`src/rtl/forward_ctrl.sv`:
```
// rtl/forward_ctrl.sv - EX operand forwarding select and load-use hazard controller
module forward_ctrl #(
  parameter int RegBits = 5
) (
  input  logic               Clk,
  input  logic               Reset,
  input  logic               Freeze,
  input  logic               Flush,
  input  logic [RegBits-1:0] ID_Rs,
  input  logic [RegBits-1:0] ID_Rt,
  input  logic               ID_UsesRs,
  input  logic               ID_UsesRt,
  input  logic [RegBits-1:0] ID_Rd,
  input  logic               ID_RegWrite,
  input  logic               ID_MemRead,
  output logic [1:0]         ForwardA,
  output logic [1:0]         ForwardB,
  output logic               LoadUseStall
);

  localparam logic [1:0] SEL_RF    = 2'b00;
  localparam logic [1:0] SEL_EXMEM = 2'b01;
  localparam logic [1:0] SEL_MEMWB = 2'b10;

  // Destination tags of the instructions currently in EX and MEM
  logic [RegBits-1:0] ex_rd;
  logic               ex_regwrite;
  logic               ex_memread;
  logic [RegBits-1:0] mem_rd;
  logic               mem_regwrite;

  logic               hit_rs;
  logic               hit_rt;
  logic [1:0]         sel_a;
  logic [1:0]         sel_b;
  logic               bubble;

  // Youngest matching producer wins; r0 and unused operands always read the register file
  function automatic logic [1:0] select_for(
    input logic [RegBits-1:0] src,
    input logic               uses,
    input logic [RegBits-1:0] e_rd,
    input logic               e_wr,
    input logic [RegBits-1:0] m_rd,
    input logic               m_wr
  );
    logic [1:0] sel;
    sel = SEL_RF;
    if (uses && (src != '0)) begin
      if (e_wr && (e_rd == src)) begin
        sel = SEL_EXMEM;
      end else if (m_wr && (m_rd == src)) begin
        sel = SEL_MEMWB;
      end
    end
    return sel;
  endfunction

  // Load in EX whose result an ID operand needs: stall one cycle
  always_comb begin
    hit_rs       = (ID_Rs != '0) && ex_regwrite && ex_memread && (ex_rd == ID_Rs);
    hit_rt       = (ID_Rt != '0) && ex_regwrite && ex_memread && (ex_rd == ID_Rt);
    LoadUseStall = (hit_rs && ID_UsesRs) || (hit_rt && ID_UsesRt);
    bubble       = Flush || LoadUseStall;
  end

  // Selects for the ID instruction, from the tags as they stand before the advance
  always_comb begin
    sel_a = select_for(ID_Rs, ID_UsesRs, ex_rd, ex_regwrite, mem_rd, mem_regwrite);
    sel_b = select_for(ID_Rt, ID_UsesRt, ex_rd, ex_regwrite, mem_rd, mem_regwrite);
  end

  // Advance the tag pipeline and register the selects; Freeze holds everything
  always_ff @(posedge Clk or negedge Reset) begin
    if (!Reset) begin
      ex_rd        <= '0;
      ex_regwrite  <= 1'b0;
      ex_memread   <= 1'b0;
      mem_rd       <= '0;
      mem_regwrite <= 1'b0;
      ForwardA     <= SEL_RF;
      ForwardB     <= SEL_RF;
    end else if (!Freeze) begin
      mem_rd       <= ex_rd;
      mem_regwrite <= ex_regwrite;
      if (bubble) begin
        ex_rd       <= '0;
        ex_regwrite <= 1'b0;
        ex_memread  <= 1'b0;
        ForwardA    <= SEL_RF;
        ForwardB    <= SEL_RF;
      end else begin
        ex_rd       <= ID_Rd;
        ex_regwrite <= ID_RegWrite;
        ex_memread  <= ID_MemRead;
        ForwardA    <= sel_a;
        ForwardB    <= sel_b;
      end
    end
  end

endmodule

```
`config.mk`:
```
export PLATFORM = sky130hd
export DESIGN_NAME = forward_ctrl
export DESIGN_NICKNAME = d
export VERILOG_FILES = /design/src/rtl/forward_ctrl.sv
export SDC_FILE = /design/constraint.sdc
export NUM_CORES = 1
export LEC_CHECK = 0
export CAP_MARGIN = 40
export CORE_MARGIN = 1.5
export CORE_UTILIZATION = 50
export CTS_BUF_LIST = sky130_fd_sc_hd__clkbuf_16
export CTS_CLUSTER_DIAMETER = 30
export CTS_CLUSTER_SIZE = 14
export DETAILED_ROUTE_END_ITERATION = 12
export PLACE_DENSITY = 0.85
export SYNTH_ARGS = -nofsm -noshare
export SYNTH_HDL_FRONTEND = slang
export SYNTH_SLANG_ARGS = --single-unit
```
`constraint.sdc`:
```
create_clock -name Clk -period 2.89 [get_ports Clk]
set_input_delay 0.7225 -clock Clk [delete_from_list [all_inputs] [get_ports Clk]]
set_output_delay 0.7225 -clock Clk [all_outputs]
set_load 0.005 [all_outputs]
```
==> results of run 1 <==
cell usage after synthesis:
cell | number | area share
a211oi_1 | 1 | 0.0075
a21boi_4 | 1 | 0.019
a32o_1 | 1 | 0.010
and3_1 | 1 | 0.0063
buf_6 | 1 | 0.011
dfrtp_1 | 17 | 0.43
dlygate4sd1_1 | 1 | 0.0088
inv_1 | 2 | 0.0075
mux2_2 | 6 | 0.068
nand2_1 | 22 | 0.083
nand3_1 | 2 | 0.010
nand4_1 | 3 | 0.019
nor2_1 | 2 | 0.0075
nor3_1 | 2 | 0.010
nor4_1 | 3 | 0.019
nor4b_1 | 1 | 0.0088
o21ai_0 | 6 | 0.030
o21ai_2 | 1 | 0.0088
o41ai_1 | 3 | 0.026
o41ai_2 | 1 | 0.016
or3_4 | 1 | 0.011
or4_4 | 1 | 0.011
xnor2_1 | 12 | 0.11
xor2_1 | 8 | 0.070
logic make-up after synthesis:
family,synth area share
simple gates,0.1855
compound gates,0.1178
buf+inv,0.02757
xor+xnor,0.1754
flops,0.4261
mux,0.06766
worst paths after layout:
check	from	cells after the start	slack, ps	to
hold / removal	ForwardA[1]$_DFFE_PN0N_	1	500	ForwardA[1]$_DFFE_PN0N_
setup reg to reg	ex_rd[4]$_DFFE_PN0N_	6	1050	ex_rd[4]$_DFFE_PN0N_
max in group asynchronous	Reset	1	1470	mem_rd[2]$_DFFE_PN0N_
hold reg to reg	ForwardA[1]$_DFFE_PN0N_	1	500	ForwardA[1]$_DFFE_PN0N_
min in group asynchronous	Reset	1	930	ex_rd[4]$_DFFE_PN0N_
setup / recovery	ID_Rt[1]	6	40	LoadUseStall
stage by stage:
step                setup slack, ps    util  instance area (um2)  TNS (ps)  hold WS [ps]
floorplan                     565.3       -                998.5         0         426.9
global placement             -463.8  0.7813                 1408    -463.8         468.3
detailed placement           -514.3  0.7813                 1408    -514.3         473.1
CTS                           8.597  0.8521                 1535         0         503.4
global route                 -13.77  0.8556                 1541    -13.77         526.1
finish                        36.37  0.8556                 1541         0         503.3
timing repair:
action / in CTS / in global routing
gates resized for setup: 20 / 3
pin swaps: 6 / 6
setup buffers: 1 / 1
endpoints found under the setup margin: 1 / 1
power breakdown:
| part | switching [mW] | internal, mW |
|---|---|---|
| Sequential | 0.0251 | 0.256 |
| Combinational | 0.0652 | 0.0808 |
| Clock | 0.0874 | 0.184 |
cell type report:
class | count | area [um2] | area share
repair buffers | 46 | 401.6 | 0.2606
clock inverters | 1 | 3.754 | 0.002435
well taps | 25 | 31.28 | 0.02029
flip-flops and latches | 17 | 425.4 | 0.2760
multi-input cells | 78 | 596.8 | 0.3872
clock buffers | 3 | 75.07 | 0.04870
inverters | 2 | 7.507 | 0.004870
flip-flops by register name, indices dropped and copies added (netlist names):
signal,count
ex_regwrite,1
ForwardB,2
ex_memread,1
mem_rd,5
ex_rd,5
mem_regwrite,1
ForwardA,2
metal layers:
layer / up-vias / track usage / share of wire
met2: 47 / 0.5093 / 0.50
met5: - / 0 / 0
met3: 18 / 0.05283 / 0.049
met1: 479 / 0.3467 / 0.40
met4: 0 / 0.2162 / 0.055
li1: 447 / - / -
cell usage in the layout, fill, tap and decap left out:
cell type / instances
nand2_1: 21
buf_4: 19
dfrtp_1: 17
clkdlybuf4s50_1: 16
xnor2_1: 10
xor2_1: 8
dlygate4sd2_1: 7
o21ai_0: 6
mux2_2: 6
nand4_1: 3
inv_1: 3
o41ai_1: 3
clkbuf_16: 3
xnor2_2: 2
nor2_1: 2
nor4_1: 2
nand3_1: 2
nor3_1: 2
clkdlybuf4s15_1: 2
or4_4: 1
o21ai_4: 1
or3_4: 1
nor4_2: 1
a211oi_2: 1
nor4b_4: 1
nand2_2: 1
a21boi_4: 1
and3_1: 1
o41ai_2: 1
a32o_1: 1
dlymetal6s2s_1: 1
clkbuf_2: 1
==> impl_metrics.py, run 1 <==
metrics = {
    "timing": {
        "clock-skew-final_ps": 2.171,
        "max_clock_freq_mhz": 350.4,
        "maxSlewViolCount": 0,
        "fin_crit_sh": 0.9874,
        "slew_headroom": 0.4831,
        "min_period_ps": 2854,
        "report.final.hold_viol_count": 0,
        "final-setup-viol-count": 0,
        "worst_pin_slew_ps": 773.0,
    },
    "worst_setup_path": {
        "critical_path.startpoint_type": "primary input",
        "critical_path.endpoint_type": "output port",
        "timing.critical_path.buf_inv": 2,
        "critical_path_arrival_ps": 2130,
        "path_class": "in2out",
        "timing.critical_path.slowest_stage_cell": "or4_4",
        "crit_chain": "clkdlybuf4s15_1 > or4_4 > o21ai_4 > or3_4 > a21boi_4 > dlygate4sd2_1",
        "cp_slowest_stage_delay_ps": 560,
        "critical_path.max_fanout": 3,
        "critical_path_required_ps": 2170,
        "critical-path-top-delay-family": "simple AND/OR/NAND/NOR gates",
    },
    "run": {
        "max-cap-violations": 0,
    },
    "power_and_ir_drop": {
        "p_leak_nw": 0.6795,
        "power.density_nw_per_um2": 452.5,
        "total_power_mw": 0.6975,
        "ir_drop_v": 0.0003926,
    },
    "cts": {
        "worst_skew_pair.late_latency_ps": 250,
        "cts.path.max_buffers": 2,
        "clock_transition_at_the_registers_of_the_reported_paths_ps": 50,
        "tritoncts": "built",
        "clock_tree.root_cell": "clkbuf_16",
        "holdBufCountCts": 0,
        "tritoncts.num_buffers": 3,
        "clkSinkCount": 17,
        "cts_max_level": 1,
    },
    "final_layout": {
        "drive_above_1_share": 0.2721,
        "finish.cell_count_without_fillers": 172,
        "num-nets-final": 171,
        "fillerInstances": 116,
        "area_growth_syn_to_layout_pct": 54.39,
        "n_antenna_cell": 0,
    },
    "place": {
        "numPortBuffers": 27,
        "gp_congestion": 0.8283,
        "placed_cells_incl_taps": 166,
        "dp_hpwl_um": 1919,
    },
    "hold_path": {
        "hold_path.class": "reg2reg",
    },
    "die": {
        "die-area_um2": 2274,
        "core_area_um2": 1802,
        "die_width_um": 47.69,
        "ports": 28,
        "initial_utilization": 0.5542,
        "die_y_um": 47.69,
        "num_rows": 15,
    },
    "global_route": {
        "grt_antenna_before_repair": 0,
        "grt_start_max_net_pins": 21,
        "grt_pass1_wl_um": 4609,
        "vias_in_the_first_global_route": 997,
        "gr-usage-all-layers": 0.3041,
        "grt_overflow": 0,
    },
    "detailed_routing": {
        "drt-total-wl_um": 3115,
        "drcViolationCount": 0,
        "firstDrtPassIters": 4,
        "drt_first_iter_violations": 23,
        "final_antenna_net_count": 0,
        "vias": 991,
        "vias_per_std_cell": 5.762,
        "wire_per_inst_um": 18.11,
    },
    "logic_synthesis": {
        "flip_flop_and_latch_count_after_synthesis": 17,
        "yosys.cell_types.count": 24,
        "yosysWarningCount": 0,
        "ys_seq_area_frac": 0.4261,
        "synthesis.area_um2": 998.5,
        "synthesis.nets": 122,
        "syn_inst_count": 99,
        "avgSynthCellArea_um2": 10.09,
    },
    "outcome": {
        "outcome": "completed",
    },
}
Power figures use the tool's default switching activity.
==> inputs of run 2 (changes only) <==
==> constraint.sdc (replaced) <==
create_clock -name Clk -period 2.89 [get_ports Clk]
set_input_delay 0.867 -clock Clk [delete_from_list [all_inputs] [get_ports Clk]]
set_output_delay 0.867 -clock Clk [all_outputs]
set_load 0.005 [all_outputs]
==> run 2 against run 1 <==
Against the previous run:
- total power increased by 9.2%
- clock power increased by 4%
- wire length increased by 43%
- the flow now finishes with violations (setup timing)
- critical path depth increased by 10
- register-to-register slack got worse by 920 ps
- non-clock buffer count increased by 11
- sequential cell count unchanged
- largest power group unchanged
- setup slack got worse by 130 ps
==> impl_metrics.py, run 2 (synthesis gave the netlist of run 1 again) <==
metrics = {
    "timing": {
        "worst_pin_slew_ps": 789.1,
        "rsz0062_at_grt": "yes",
        "min_period_ps": 2986,
        "final-setup-viol-count": 2,
        "slew_headroom": 0.4723,
        "maxSlewViolCount": 0,
        "max_clock_freq_mhz": 335.0,
        "report.final.hold_viol_count": 0,
        "fin_crit_sh": 1.033,
        "clock-skew-final_ps": 2.865,
        "fin_ws_ps": -95.52,
    },
    "cts": {
        "tritoncts.num_buffers": 3,
        "clock_tree.root_cell": "clkbuf_16",
        "worst_skew_pair.late_latency_ps": 250,
        "clock_transition_at_the_registers_of_the_reported_paths_ps": 50,
        "cts.path.max_buffers": 2,
        "clkSinkCount": 17,
        "holdBufCountCts": 0,
        "cts_max_level": 1,
        "tritoncts": "built",
    },
    "global_route": {
        "grt_start_max_net_pins": 21,
        "grt_overflow": 0,
        "grt_antenna_before_repair": 0,
        "gr-usage-all-layers": 0.3442,
        "grt_pass1_wl_um": 5244,
        "vias_in_the_first_global_route": 1080,
    },
    "final_layout": {
        "fin_area_um2": 1699,
        "finish.cell_count_without_fillers": 183,
        "fillerInstances": 50,
        "final_util": 0.9431,
        "top_library_cells_by_usage_in_the_layout_fill_and_taps_aside": "30 x buf_4, 19 x nand2_1, 17 x dfrtp_1, 14 x clkdlybuf4s50_1",
        "num-nets-final": 182,
        "layout.cells.most_common": "buf_4",
        "area_growth_syn_to_layout_pct": 70.18,
        "drive_above_1_share": 0.4430,
        "layout_top_registers": "ex_rd (5), mem_rd (5)",
        "n_antenna_cell": 0,
    },
    "worst_setup_path": {
        "critical_path_arrival_ps": 3120,
        "critical_path.endpoint_type": "register",
        "reg_to_reg_startpoint": "ex_rd[1]$_DFFE_PN0N_",
        "path_class": "in2reg",
        "critical_path.max_fanout": 3,
        "worst_r2r_path_depth": 15,
        "critical_path.startpoint_type": "primary input",
        "worstReg2RegEnd": "ForwardA[1]$_DFFE_PN0N_",
        "critical_path_required_ps": 3020,
        "timing.reg2reg.setup_slack_ps": 130,
    },
    "die": {
        "ports": 28,
        "die_y_um": 47.69,
        "die-area_um2": 2274,
        "num_rows": 15,
        "initial_utilization": 0.5542,
        "die_width_um": 47.69,
        "core_area_um2": 1802,
    },
    "hold_path": {
        "hold_start": "ForwardB[1]$_DFFE_PN0N_",
        "hold-path-cell-count": 2,
        "min_to": "ForwardB[1]$_DFFE_PN0N_",
        "hold_path.class": "reg2reg",
    },
    "power_and_ir_drop": {
        "ir_drop_v": 0.0004347,
        "p_leak_nw": 0.7488,
        "power.density_nw_per_um2": 448.1,
    },
    "detailed_routing": {
        "drt_first_iter_violations": 94,
        "firstDrtPassIters": 7,
        "final_antenna_net_count": 0,
        "vias_per_std_cell": 6.443,
        "wire_per_inst_um": 24.31,
        "vias": 1179,
        "drt-total-wl_um": 4448,
        "drcViolationCount": 0,
    },
    "place": {
        "gp_congestion": 0.8284,
        "dp_hpwl_um": 1932,
        "placed_cells_incl_taps": 166,
        "post_dp_cell_area_um2": 1408,
        "numPortBuffers": 27,
    },
    "outcome": {
        "outcome": "finished with violations",
        "failed_checks": "setup timing",
    },
    "run": {
        "max-cap-violations": 0,
    },
}
==> run 2: worst max-delay path by stage <==
stage | cells after the start | from | slack (ps) | to
finish | 16 | ID_Rt[1] | -100 | ForwardA[1]$_DFFE_PN0N_
global route | 6 | ID_Rt[2] | -290 | LoadUseStall
CTS | 6 | ID_Rs[1] | 1 | LoadUseStall
detailed placement | 6 | ID_Rs[3] | -830 | LoadUseStall
global placement | 6 | ID_Rs[3] | -750 | LoadUseStall
floorplan | 4 | ID_Rt[1] | 280 | LoadUseStall
==> run 2: area by class of cell <==
type,instances,area [um2],share of cell area
repair buffers,57,471.7,0.2776
clock inverters,1,3.754,0.002209
flip-flops and latches,17,425.4,0.2504
inverters,2,7.507,0.004418
well taps,25,31.28,0.01841
multi-input cells,78,684.4,0.4028
clock buffers,3,75.07,0.04418
==> run 2: repair_timing <==
| item | CTS | global route |
|---|---|---|
| setup endpoints to repair | 1 | 2 |
| buffers inserted | 11 | 2 |
| pin swaps | 11 | 13 |
| resized for setup | 48 | 19 |
==> run 2: metrics by stage <==
stage | TNS, ps | hold slack (ps) | power (mW) | setup WS, ps
global route | -513.9 | 529.8 | 0.7817 | -292.6
detailed placement | -831.3 | 479.6 | 0.4148 | -831.3
floorplan | 0 | 467.3 | 0.3392 | 276.3
CTS | 0 | 498.2 | 0.7125 | 1.085
finish | -179.1 | 519.8 | 0.7614 | -95.52
global placement | -752.5 | 468.3 | 0.4087 | -752.5
==> run 2: where the power goes <==
group	internal, mW	total [mW]	switching [mW]
Combinational	0.104	0.192	0.0876
Clock	0.184	0.283	0.0986
Sequential	0.255	0.287	0.0317
Total	0.544	0.761	0.218
==> run 2: worst max-delay path: stages <==
cell and delay [ps]:
buf_2 130, xnor2_2 170, nand2_2 90, buf_4 140
buf_4 130, buf_4 120, buf_4 120, buf_4 120
buf_4 120, buf_4 130, buf_4 130, buf_4 130
buf_4 130, nor3_1 210, nand2_1 100, a32o_1 260
==> run 2: routing by layer <==
metal	up-vias	GRT usage	wire, um
li1	464	-	-
met1	548	0.3929	1561
met2	124	0.6107	2135
met3	43	0.07925	485
met4	0	0.1459	266
met5	-	0	0
==> inputs of run 3 (changes only) <==
SLEW_MARGIN = 20   (was not set)
==> results of run 3 <==
Final layout, timing and power as in run 2 (identical DEF).
